[src/rtl/packet_framer.sv]
// Store-and-forward source stage: buffers one payload, then emits header/length/payload
// as a contiguous frame into the router. Define PACKET_PARITY_EN to append an XOR parity byte.
module packet_framer #(
  parameter int                UWIDTH  = 8,
  parameter int                MAX_LEN = 16,
  parameter int                LEN_W   = 5,
  parameter int                BUF_AW  = 4,
  parameter logic [UWIDTH-1:0] TS1     = 8'd0,
  parameter logic [UWIDTH-1:0] TS2     = 8'd1,
  parameter logic [UWIDTH-1:0] TS3     = 8'd2
) (
  input  logic              clk1,
  input  logic              rst,
  input  logic              req_valid,
  input  logic [1:0]        req_dest,
  input  logic [LEN_W-1:0]  req_len,
  output logic              req_ready,
  input  logic              data_valid,
  input  logic [UWIDTH-1:0] data_in,
  output logic              data_ready,
  input  logic              stop_packet_send,
  output logic              packet_valid_o,
  output logic [UWIDTH-1:0] packet_out,
  output logic              err_o,
  output logic              busy
);

  localparam int                DEPTH     = 1 << BUF_AW;
  localparam logic [LEN_W-1:0]  MAX_LEN_L = LEN_W'(MAX_LEN);

  typedef enum logic [2:0] {
    IDLE,
    LOAD,
    HDR,
    LEN,
    DATA
`ifdef PACKET_PARITY_EN
    ,
    PAR
`endif
  } state_e;

  state_e              state_q, state_d;
  logic [1:0]          dest_q, dest_d;
  logic [LEN_W-1:0]    len_q, len_d;
  logic [LEN_W-1:0]    cnt_q, cnt_d;
  logic [LEN_W-1:0]    cnt_inc;
  logic [BUF_AW-1:0]   wr_ptr_q, wr_ptr_d;
  logic [BUF_AW-1:0]   rd_ptr_q, rd_ptr_d;
  logic                pv_q, pv_d;
  logic [UWIDTH-1:0]   pout_q, pout_d;
  logic                err_q, err_d;

  logic [UWIDTH-1:0]   mem [DEPTH];
  logic                wr_en;
  logic [UWIDTH-1:0]   rd_data;
  logic [UWIDTH-1:0]   hdr_byte;
  logic [UWIDTH-1:0]   len_byte;
  logic                xfer;
  logic                req_bad;

  // Single load path into the output register; parity taps the same path.
  logic                ld_en;
  logic [UWIDTH-1:0]   ld_byte;

`ifdef PACKET_PARITY_EN
  logic [UWIDTH-1:0]   par_q, par_d;
`endif

  assign cnt_inc  = cnt_q + LEN_W'(1);
  assign rd_data  = mem[rd_ptr_q];
  assign len_byte = UWIDTH'(len_q);
  assign xfer     = pv_q && !stop_packet_send;
  assign req_bad  = (req_dest > 2'd2) || (req_len == '0) || (req_len > MAX_LEN_L);

  always_comb begin
    case (dest_q)
      2'd0:    hdr_byte = TS1;
      2'd1:    hdr_byte = TS2;
      default: hdr_byte = TS3;
    endcase
  end

  assign req_ready      = (state_q == IDLE) && !rst;
  assign data_ready     = (state_q == LOAD);
  assign busy           = (state_q != IDLE);
  assign packet_valid_o = pv_q;
  assign packet_out     = pout_q;
  assign err_o          = err_q;

  always_comb begin
    state_d  = state_q;
    dest_d   = dest_q;
    len_d    = len_q;
    cnt_d    = cnt_q;
    wr_ptr_d = wr_ptr_q;
    rd_ptr_d = rd_ptr_q;
    pv_d     = pv_q;
    pout_d   = pout_q;
    err_d    = 1'b0;
    wr_en    = 1'b0;
    ld_en    = 1'b0;
    ld_byte  = '0;

    case (state_q)
      IDLE: begin
        if (req_valid) begin
          if (req_bad) begin
            err_d = 1'b1;
          end else begin
            dest_d   = req_dest;
            len_d    = req_len;
            cnt_d    = '0;
            wr_ptr_d = '0;
            rd_ptr_d = '0;
            state_d  = LOAD;
          end
        end
      end

      LOAD: begin
        if (data_valid) begin
          wr_en    = 1'b1;
          wr_ptr_d = wr_ptr_q + BUF_AW'(1);
          if (cnt_inc == len_q) begin
            cnt_d    = '0;
            rd_ptr_d = '0;
            pv_d     = 1'b1;
            ld_en    = 1'b1;
            ld_byte  = hdr_byte;
            state_d  = HDR;
          end else begin
            cnt_d = cnt_inc;
          end
        end
      end

      HDR: begin
        if (xfer) begin
          ld_en   = 1'b1;
          ld_byte = len_byte;
          state_d = LEN;
        end
      end

      LEN: begin
        if (xfer) begin
          ld_en    = 1'b1;
          ld_byte  = rd_data;
          rd_ptr_d = rd_ptr_q + BUF_AW'(1);
          cnt_d    = '0;
          state_d  = DATA;
        end
      end

      DATA: begin
        if (xfer) begin
          if (cnt_inc == len_q) begin
`ifdef PACKET_PARITY_EN
            ld_en   = 1'b1;
            ld_byte = par_q;
            state_d = PAR;
`else
            pv_d    = 1'b0;
            pout_d  = '0;
            state_d = IDLE;
`endif
          end else begin
            ld_en    = 1'b1;
            ld_byte  = rd_data;
            rd_ptr_d = rd_ptr_q + BUF_AW'(1);
            cnt_d    = cnt_inc;
          end
        end
      end

`ifdef PACKET_PARITY_EN
      PAR: begin
        if (xfer) begin
          pv_d    = 1'b0;
          pout_d  = '0;
          state_d = IDLE;
        end
      end
`endif

      default: begin
        pv_d    = 1'b0;
        pout_d  = '0;
        state_d = IDLE;
      end
    endcase

    if (ld_en) begin
      pout_d = ld_byte;
    end
  end

`ifdef PACKET_PARITY_EN
  // Header load restarts the accumulator; later loads fold in each presented byte.
  always_comb begin
    par_d = par_q;
    if (ld_en) begin
      par_d = (state_q == LOAD) ? ld_byte : (par_q ^ ld_byte);
    end
  end

  always_ff @(posedge clk1 or posedge rst) begin
    if (rst) begin
      par_q <= '0;
    end else begin
      par_q <= par_d;
    end
  end
`endif

  always_ff @(posedge clk1) begin
    if (wr_en) begin
      mem[wr_ptr_q] <= data_in;
    end
  end

  always_ff @(posedge clk1 or posedge rst) begin
    if (rst) begin
      state_q  <= IDLE;
      dest_q   <= '0;
      len_q    <= '0;
      cnt_q    <= '0;
      wr_ptr_q <= '0;
      rd_ptr_q <= '0;
      pv_q     <= 1'b0;
      pout_q   <= '0;
      err_q    <= 1'b0;
    end else begin
      state_q  <= state_d;
      dest_q   <= dest_d;
      len_q    <= len_d;
      cnt_q    <= cnt_d;
      wr_ptr_q <= wr_ptr_d;
      rd_ptr_q <= rd_ptr_d;
      pv_q     <= pv_d;
      pout_q   <= pout_d;
      err_q    <= err_d;
    end
  end

endmodule

[config.mk]
export PLATFORM = sky130hd
export DESIGN_NAME = packet_framer
export DESIGN_NICKNAME = d
export VERILOG_FILES = /design/src/rtl/packet_framer.sv
export SDC_FILE = /design/constraint.sdc
export NUM_CORES = 1
export LEC_CHECK = 0
export CAP_MARGIN = 10
export CORE_UTILIZATION = 60
export CTS_CLUSTER_DIAMETER = 30
export DETAILED_ROUTE_END_ITERATION = 10
export PLACE_DENSITY_LB_ADDON = 0.15
export SLEW_MARGIN = 20
export SYNTH_ARGS = -nofsm -noshare
export SYNTH_HDL_FRONTEND = slang
export SYNTH_SLANG_ARGS = --single-unit
export TNS_END_PERCENT = 30
[constraint.sdc]
create_clock -name clk1 -period 6.9 [get_ports clk1]
set_clock_uncertainty 0.05 [all_clocks]
set_input_delay 2.07 -clock clk1 [delete_from_list [all_inputs] [get_ports clk1]]
set_output_delay 2.07 -clock clk1 [all_outputs]
set_load 0.03 [all_outputs]
# Word-level counts from Yosys, hierarchy flattened
# Memories as Yosys holds them, arrays and structs flattened.
# Cells that the tools add are included.
# word_totals
memories	1
latchBits	0
ff_bits	33
out_inout_bits	13
elab_cells	114
mem_bits_ro	0
ramBits	128
input_bits	20
# mem_list
name	depth	width	read_ports	rd_clocked_by_memory_dff	wr	line	source
mem	16	8	1	0	1	54	logic [UWIDTH-1:0] mem [DEPTH];
# op_classes
mux	57
multipliers	0
n_addsub	3
magnitude_cmp	2
n_bitwise	2
eq_ne	18
reduce_logical	22
n_div	0
shifts	0
# ops
cell	count
2-to-1 mux 8 bit	8
2-to-1 mux 5 bit	8
2-to-1 mux 4 bit	8
case mux 8 bit (4 select lines)	1
2-to-1 mux 3 bit	8
case mux 5 bit (4 select lines)	1
2-to-1 mux 1 bit	16
!= test 2 bit (second input constant)	8
case mux 4 bit (4 select lines)	1
case mux 8 bit (2 select lines)	1
AND reduction 8 bit	2
case mux 3 bit (5 select lines)	1
adder 4 x 1 -> 4 bit (second input constant)	2
case mux 4 bit (2 select lines)	1
AND reduction 7 bit	1
== test 3 x 2 -> 1 bit (second input constant)	2
!= test 3 bit (second input constant)	2
case mux 1 bit (3 select lines)	2
AND reduction 3 bit	2
adder 5 x 1 -> 5 bit (second input constant)	1
== test 5 bit	1
> comparator 5 bit (second input constant)	1
logical NOT 5 bit	1
AND reduction 5 bit	1
19 further kinds	24

# Depth between registers and ports, before layout
# logic_depth
ltp_word	7
mapped_depth	8
mapped_depth_nobuf	7

# Least setup slack after synthesis
# No wires, ideal clock.
# synth_timing
path_kind	input to output
start	input port rst
end	output port req_ready
required_ns	4.780
n_path_buf	0
path_stages	1
arrival_ns	2.483
setup_slack_ns	2.297
cell_sequence	nor2_1
# synth_between
elab_chain_cells	2
# synth_rtl
element	line	source
start: declaration	13	input logic rst,
logical NOT 1 bit (no source line)	--	
logical AND 1 bit	84	assign req_ready = (state_q == IDLE) && !rst;
end: declaration	17	output logic req_ready,
# No other way between the ends.

# Worst setup path in the final report
# Ends and elaborated chain as after synthesis.

==> metrics <==
DIE HEIGHT=110 um; DR vias/cell=6.33; reg2reg start=rd_ptr_q[0]; Post-CTS Hold Buffers=0; Via Count=3631; DRT met1 WL=5700 um; TritonCTS clock tree=yes; NumNets Final=447; hpwl dp=8640 um; WP data required=4.78 ns; Final Hold Fails=0; # resized after CTS=0; starting density of the core=0.628; Remaining Overflow, GRT=0; FILL cells=701; Clk pin slew, worst setup/hold paths=0.06 ns; wire length of the first global-routing pass=20500 um; Critical Path AT=3.26 ns; Crit Path Class=in2out; drt total wl=13300 um; post-synthesis sequential area ratio=0.672; Synth Net Count=410; Synth cell types=58; Num CTS Buffers=17; Peak VDD IR=328 uV; fin area=0.00794 mm^2; largest net degree at the start of global routing=36; Die ar.=0.0120 mm^2; Slew Viols, Final=0; highest metal used=met5; met2 wire length=6440 um; number of synthesized flops with an enable pin=128; GRT Total Usage=0.249; Final period util=0.780; CTS Buffer Depth=2; I/O pin cnt=33; clk_lat worst skew=0.42 ns; Top FF cell, synth=edfxtp_1; DRT Pass-1 Iters=4; RePlAce Congestion=0.875; Post-CTS Setup Repair Bufs=0; Mapped Area=0.00695 mm^2; die width=110 um; static leakage power=0.00273 uW; crit path max fanout=2; unrepaired setup endpoints after global routing=no; Starting DRT DRC Count=245; initial antenna violation count=1; startpoint types=input pin; Max-slew headroom=0.311; residual DRC count=0; max-cap violations=0; Cells after Synth=384; Post-DP Area=0.00735 mm^2; ANT nets after route=0; Clock Sinks=161; area grow syn2layout=14.2%; share of layout cells above drive strength 1=0.150; I/O Buffers=32; Final setup viols=0; Clock Tree Root=clkbuf_16; number of global-route vias before repair=3626; Rows=38; TNS Setup=0 ns; core area=0.0111 mm^2; Synth Register Bits=161; status=finished clean; Fmax achieved=186 MHz; hold crit path type=reg2reg; antenna fix cells=0; crit end category=output pin; H-tree depth=4; crit path from=rst; PwrDens=374 mW/mm^2; Tmin final=5.38 ns; routed len/inst=23.1 um; Worst-Margin Slew=1.03 ns; synthesized area per cell=18.1 um^2; Async S/R FF share, synth=0.205; Yosys warnings=0; WL met3=924 um; Worst Hold Launch=packet_out[6]
[flip-flops by register name (all words and copies together) (netlist names)]
| register | cells |
|---|---|
| mem | 128 |
| packet_out | 8 |
| cnt_q | 5 |
| len_q | 5 |
| rd_ptr_q | 4 |
| wr_ptr_q | 4 |
| state_q | 3 |
| dest_q | 2 |
| err_o | 1 |
| packet_valid_o | 1 |
[cell type report]
class,instances,area [um^2],share of cell area
clock inverter,15,143,0.0180
timing repair buffer,35,343,0.0432
clock buffer,17,425,0.0536
inverter,15,56.3,0.00709
multi-input combinational,191,2130,0.268
tap,140,175,0.0221
sequential,161,4670,0.588
[metal layers]
| layer | vias to the layer above | GRT usage |
|---|---|---|
| li1 | 1644 | - |
| met1 | 1843 | 0.353 |
| met2 | 123 | 0.381 |
| met3 | 19 | 0.0587 |
| met4 | 2 | 0.0962 |
| met5 | - | 0 |
[where the power goes]
group	switching, uW	internal [uW]
logic	374	371
clock network	368	528
registers	155	1170
[logic make-up (layout without fill, tap and decap cells)]
group,Yosys count,in the layout,synth area share
simple gates,84,84,0.0628
buf+inv,32,82,0.0268
flops,161,161,0.672
mux,51,51,0.161
xor+xnor,8,8,0.0101
fa+ha+maj,6,6,0.0108
compound gates,42,42,0.0565
[path summary, 6_finish.rpt]
check	end	slack, ns	cells after the start
max	req_ready	1.52	3
min	packet_out[6]	0.46	1
max reg2reg	packet_out[2]	4.01	4
min reg2reg	packet_out[6]	0.46	1
max in group asynchronous	rd_ptr_q[1]	4.43	3
min in group asynchronous	err_o	2.04	3
[synth_stat cells (7+ instances only)]
cell type / n / area [um^2]
inv_1: 14 / 52.6
nor4_1: 7 / 43.8
mux4_2: 13 / 293
nor2_1: 23 / 86.3
mux2_2: 7 / 78.8
clkbuf_1: 9 / 33.8
edfxtp_1: 128 / 3840
mux4_1: 27 / 709
nor2b_1: 8 / 50.1
dfrtp_1: 33 / 826
nand2_1: 15 / 56.3
and2_1: 8 / 50.1
[worst max-delay path, cell delays in order]
cell	delay, ns
clkdlybuf4s50_1	0.42
nor2_1	0.10
clkdlybuf4s50_1	0.67
[per-stage QoR]
| step | setup slack [ns] | instances | util | hold slack (ns) | total power (uW) |
|---|---|---|---|---|---|
| after floorplan | 2.30 | 384 | - | 0.431 | 1880 |
| after global placement | 1.52 | 542 | 0.664 | 0.429 | 2050 |
| after detailed placement | 1.51 | 542 | 0.664 | 0.445 | 2080 |
| after CTS | 1.51 | 574 | 0.715 | 0.462 | 2970 |
| after global routing | 1.42 | 574 | 0.717 | 0.484 | 3100 |
| final | 1.52 | 574 | 0.717 | 0.459 | 2970 |
[cells in the final DEF, fill, tap and decap left out, drive strengths merged, types with 7 or more instances in the layout]
cell type / instances
and2: 9
clkbuf: 17
clkdlybuf4s50: 32
clkinv: 8
dfrtp: 33
edfxtp: 128
inv: 17
mux2: 7
mux4: 40
nand2: 15
nor2: 23
nor2b: 8
nor4: 7
(Power assumes the default switching activity.)
